==> src/rtl/addchain_sched.sv <==
// addchain_sched: two-requester round-robin scheduler sharing one adder over STEPS-addition jobs.
// Define ADDCHAIN_OVF_EN to add the sticky carry-out report on out_ovf.
module addchain_sched #(
  parameter int WIDTH = 32,
  parameter int STEPS = 10
) (
  input  logic             clk,
  input  logic             rst,
  input  logic             req0_valid,
  input  logic             req1_valid,
  output logic             req0_ready,
  output logic             req1_ready,
  input  logic [WIDTH-1:0] req0_a,
  input  logic [WIDTH-1:0] req0_b,
  input  logic [WIDTH-1:0] req1_a,
  input  logic [WIDTH-1:0] req1_b,
  output logic             out_valid,
  input  logic             out_ready,
  output logic [WIDTH-1:0] out_sum,
  output logic             out_id,
`ifdef ADDCHAIN_OVF_EN
  output logic             out_ovf,
`endif
  output logic             busy
);
  typedef enum logic [1:0] {IDLE, RUN, DONE} state_t;
  state_t state_q, state_d;
  logic [WIDTH-1:0] a_q, a_d, b_q, b_d, acc_q, acc_d, op_x, op_y, sel_a, sel_b;
  logic [WIDTH:0] sum;
  logic [7:0] cnt_q, cnt_d;
  logic id_q, id_d, ptr_q, ptr_d, gnt0, gnt1, gnt;
  // ptr_q holds the last served requester; the other one wins a tie
  always_comb begin
    gnt0 = state_q == IDLE && !rst && req0_valid && (!req1_valid || ptr_q);
    gnt1 = state_q == IDLE && !rst && req1_valid && (!req0_valid || !ptr_q);
    gnt = gnt0 | gnt1;
    sel_a = gnt1 ? req1_a : req0_a;
    sel_b = gnt1 ? req1_b : req0_b;
    op_x = state_q == IDLE ? sel_a : acc_q;
    op_y = state_q == IDLE ? sel_b : (cnt_q[0] ? a_q : b_q);
    sum = {1'b0, op_x} + {1'b0, op_y};
    state_d = state_q;
    a_d = gnt ? sel_a : a_q;
    b_d = gnt ? sel_b : b_q;
    id_d = gnt ? gnt1 : id_q;
    ptr_d = gnt ? gnt1 : ptr_q;
    acc_d = acc_q;
    cnt_d = cnt_q;
    if (gnt) begin
      state_d = RUN;
      acc_d = sum[WIDTH-1:0];
      cnt_d = 8'd1;
    end else if (state_q == RUN) begin
      acc_d = sum[WIDTH-1:0];
      cnt_d = cnt_q + 8'd1;
      state_d = cnt_q == 8'(STEPS - 1) ? DONE : RUN;
    end else if (state_q == DONE && out_ready) begin
      state_d = IDLE;
    end
  end
  always_ff @(posedge clk) begin
    if (rst) begin
      state_q <= IDLE;
      a_q <= '0;
      b_q <= '0;
      acc_q <= '0;
      cnt_q <= '0;
      id_q <= 1'b0;
      ptr_q <= 1'b1;
    end else begin
      state_q <= state_d;
      a_q <= a_d;
      b_q <= b_d;
      acc_q <= acc_d;
      cnt_q <= cnt_d;
      id_q <= id_d;
      ptr_q <= ptr_d;
    end
  end
`ifdef ADDCHAIN_OVF_EN
  logic ovf_q, ovf_d;
  always_comb ovf_d = gnt ? sum[WIDTH] : (state_q == RUN ? ovf_q | sum[WIDTH] : ovf_q);
  always_ff @(posedge clk) ovf_q <= rst ? 1'b0 : ovf_d;
  assign out_ovf = ovf_q;
`endif
  assign req0_ready = gnt0;
  assign req1_ready = gnt1;
  assign out_valid = state_q == DONE;
  assign busy = state_q != IDLE;
  assign out_sum = acc_q;
  assign out_id = id_q;
endmodule

==> config.mk <==
export PLATFORM = sky130hd
export DESIGN_NAME = addchain_sched
export DESIGN_NICKNAME = d
export VERILOG_FILES = /design/src/rtl/addchain_sched.sv
export SDC_FILE = /design/constraint.sdc
export NUM_CORES = 1
export LEC_CHECK = 0
export ABC_CLOCK_PERIOD_IN_PS = 4600
export BUFFER_PORTS_ARGS = -buffer_cell sky130_fd_sc_hd__buf_4
export CAP_MARGIN = 5
export CORE_MARGIN = 1
export CORE_UTILIZATION = 44
export CTS_CLUSTER_DIAMETER = 100
export DETAILED_ROUTE_END_ITERATION = 6
export HOLD_SLACK_MARGIN = 0.08
export MAX_ROUTING_LAYER = met4
export PLACE_DENSITY = 0.78
export SYNTH_ARGS = -nofsm -noshare
export SYNTH_HDL_FRONTEND = slang
export SYNTH_SLANG_ARGS = --single-unit
==> constraint.sdc <==
create_clock -name clk -period 4.6 [get_ports clk]
set_input_delay 0.92 -clock clk [delete_from_list [all_inputs] [get_ports clk]]
set_output_delay 0.92 -clock clk [all_outputs]
set_load 0.1 [all_outputs]
==> impl_metrics.ini <==
[worst_setup_path]
cp.arrival_ps = 4390
capturing_element_type_of_the_critical_path = flop
worst-path-max-fanout = 15
timing.rr.start = state_q[1]
worstSetupPathType = in -> reg
ff2ff_setup_slack_ps = 750
required_ps = 4820
startpoint_type = input pin
r2r.worst_path.cells = 15
reg2reg_to = out_sum[30]

[die]
core_area_mm2 = 0.0159
y_dimension_of_the_die_um = 130
floorplan.die_area_mm2 = 0.0169
rows = 46
floorplan.die.width_um = 130
io-pin-count = 170
initial_core_util_pct = 45.3

[clocking]
cts_tree = yes
cts_resized = 0
numCtsBuffers = 9
cts_num_sinks = 108
clock_path_buffers = 2
post-cts-setup-buffer-count = 0
clockRootBuffer = sky130_fd_sc_hd__clkbuf_16
post_cts_hold_buffer_count = 0
clk_slew_on_worst_s_h_paths_ps = 70
insertion_delay_ps = 360
htreeDepth = 3

[synthesis]
yosys_warnings = 0
synthesized_area_per_cell_um2 = 7.92
synth_seq_area_share_pct = 30.0
netlist_top_cells_area = sky130_fd_sc_hd__dfxtp_1 (30%), sky130_fd_sc_hd__mux2i_1 (9.3%), sky130_fd_sc_hd__nand3b_1 (6.7%)
area_share_of_the_largest_cell_type_after_synthesis_pct = 30.0
synth_common_cells = sky130_fd_sc_hd__dfxtp_1 (108), sky130_fd_sc_hd__nand2_1 (98), sky130_fd_sc_hd__a21oi_1 (77)
syn_std_cell_area_mm2 = 0.00722
synth_top_flop_cell = sky130_fd_sc_hd__dfxtp_1
post_synthesis_async_set_or_reset_flop_share_pct = 0
netlist-cell-type-count = 57
synth_edf_count = 0
synth_seq_cells = 108
most_numerous_cell_in_the_yosys_netlist = sky130_fd_sc_hd__dfxtp_1
post-synth-top-area-cell = sky130_fd_sc_hd__dfxtp_1
cell_count_after_synthesis = 911
syn-num-nets = 1078

[power_and_ir_drop]
pwr_density_cell_mw_per_mm2 = 540
vdd.ir_drop.worst_v = 0.000416
total_power_mw = 4.85
p_leak_nw = 4.04

[grt]
grt-ovfl-total = 0
track_usage_pct = 26.1
grt_first_pass_wirelength_mm = 32.8
antenna_violations_before_repair = 0
first_global_vias = 6232
maximum_number_of_pins_on_one_net_before_global_route_repair = 100

[min_path]
timing.hold.worst_path_depth = 2
min-delay-path-class = reg -> reg
hold-path-endpoint = out_sum[29]
worst_hold_startpoint = out_sum[29]

[sta]
timing.final.crit_period_ps = 4170
timing.final.hold_violations = 0
max_slew_margin_pct = 39.6
layout_setup_ws_ps = 428
tightestPinTransition_ps = 906
final.setup_skew_ps = 9.96
report.final.slew_viol_count = 0
post-route-period-util_pct = 90.7
finalSetupViolations = 0
max_freq_mhz = 240
rsz0062_at_grt = false
setup_tns_ps = 0
hold_slack_ps = 476

[placement]
place_inst = 1244
area_after_detailed_placement_mm2 = 0.00867
gp_congestion = 0.982
dp.final_hpwl_mm = 15.7
dpl_worst_slack_ps = 120
count_of_port_buffers_added_during_placement = 169

[flow_run]
drv.max_cap_violation_count = 0

[finish]
diodes = 0
areaGrowthSynthToFinish_pct = 24.3
cell_area_after_layout_mm2 = 0.00897
finish.cell_count_without_fillers = 1260
layout.filler_cells = 1464
postLayoutCoreUtil_pct = 56.3
final_layout_size_suffix_gt1_share_pct = 21.3
fin_nets = 1206

[route]
detail_route.wl_per_cell_um = 17.1
drt_first_pass_iters = 5
detail-route-antenna-nets = 0
detail_route.iter0.violations = 672
drt-total-wl_mm = 21.5
route.detailed.vias_per_inst = 5.66
remaining_drc_errors = 0
via_count = 7133

[status]
outcome = completed
-- registers in the layout (all words and copies together) (netlist names) --
name     count
ptr_q        1
out_sum     32
out_id       1
a_q         32
b_q         32
state_q      2
cnt_q        8
-- how the worst max path moves through the flow --
stage,from,endpoint,depth (start not counted)
floorplan,rst,req0_ready,3
global placement,req0_valid,out_sum[30],16
detailed placement,req0_valid,out_sum[30],16
CTS,req0_valid,out_sum[30],16
global route,req0_valid,out_sum[30],16
finish,req0_valid,out_sum[30],16
-- logic make-up after synthesis --
kind of cell | count (synthesis) | share of synthesized area (%)
AO/OA/AOI/OAI | 299 | 24.9
AND/OR/NAND/NOR | 283 | 21.1
flip-flops | 108 | 30.0
buffers and inverters | 85 | 4.56
multiplexers | 67 | 9.29
XOR/XNOR | 35 | 4.25
adder cells (fa/ha/maj) | 34 | 6.00
-- area by class of cell --
class,instances,area [um2],area share (%)
clock buffer,13,260,2.90
clock inverter,3,45.0,0.502
sequential,108,2160,24.1
inverter,17,63.8,0.711
tap,216,270,3.01
multi-input combinational,718,4750,53.0
timing repair buffer,185,1410,15.8
-- worst max-delay path, stage by stage --
cell and delay, ps:
sky130_fd_sc_hd__buf_4 120, sky130_fd_sc_hd__a21oi_1 240, sky130_fd_sc_hd__nand3_4 320, sky130_fd_sc_hd__mux2i_1 220, sky130_fd_sc_hd__a21oi_1 230, sky130_fd_sc_hd__ha_1 250
sky130_fd_sc_hd__inv_1 70, sky130_fd_sc_hd__fa_1 390, sky130_fd_sc_hd__nand2b_1 240, sky130_fd_sc_hd__a21oi_2 210, sky130_fd_sc_hd__o21ai_2 140, sky130_fd_sc_hd__o31a_1 370
sky130_fd_sc_hd__nor3_2 220, sky130_fd_sc_hd__o2111ai_1 170, sky130_fd_sc_hd__mux2i_1 180, sky130_fd_sc_hd__o21ai_1 80
-- layout by cell type, fill, tap and decap left out, types with 3 or more instances in the layout --
master / instances
sky130_fd_sc_hd__buf_4: 183
sky130_fd_sc_hd__dfxtp_1: 107
sky130_fd_sc_hd__nand2_1: 97
sky130_fd_sc_hd__a21oi_1: 77
sky130_fd_sc_hd__o21ai_0: 69
sky130_fd_sc_hd__mux2i_1: 67
sky130_fd_sc_hd__nand3b_1: 64
sky130_fd_sc_hd__o21ai_1: 58
sky130_fd_sc_hd__nor2b_1: 38
sky130_fd_sc_hd__a211oi_1: 36
sky130_fd_sc_hd__ha_1: 33
sky130_fd_sc_hd__nor2_1: 30
sky130_fd_sc_hd__xnor2_1: 22
sky130_fd_sc_hd__inv_1: 15
sky130_fd_sc_hd__a21o_1: 14
sky130_fd_sc_hd__xor2_1: 13
sky130_fd_sc_hd__nand3_1: 12
sky130_fd_sc_hd__nor3_1: 11
sky130_fd_sc_hd__clkbuf_16: 9
sky130_fd_sc_hd__nand2b_1: 7
sky130_fd_sc_hd__o211ai_1: 6
sky130_fd_sc_hd__nand4_1: 6
sky130_fd_sc_hd__o21bai_1: 5
sky130_fd_sc_hd__o21ai_2: 4
sky130_fd_sc_hd__a21oi_2: 3
sky130_fd_sc_hd__and3_1: 3
sky130_fd_sc_hd__o21a_1: 3
-- layer usage --
layer / global-route usage, % / wire [um] / vias to the layer above
li1: - / - / 3525
met1: 38.3 / 10400 / 3342
met2: 35.9 / 9330 / 234
met3: 3.28 / 1350 / 32
met4: 9.51 / 465 / 0
met5: - / 0 / -
-- power breakdown --
part	internal, mW	switching, mW	total, mW	leakage, nW
sequential	1.12	0.176	1.29	0.892
combinational	0.871	1.87	2.74	3.00
clock	0.453	0.360	0.813	0.142
total	2.44	2.41	4.85	4.04
Power figures use the tool's default switching activity.
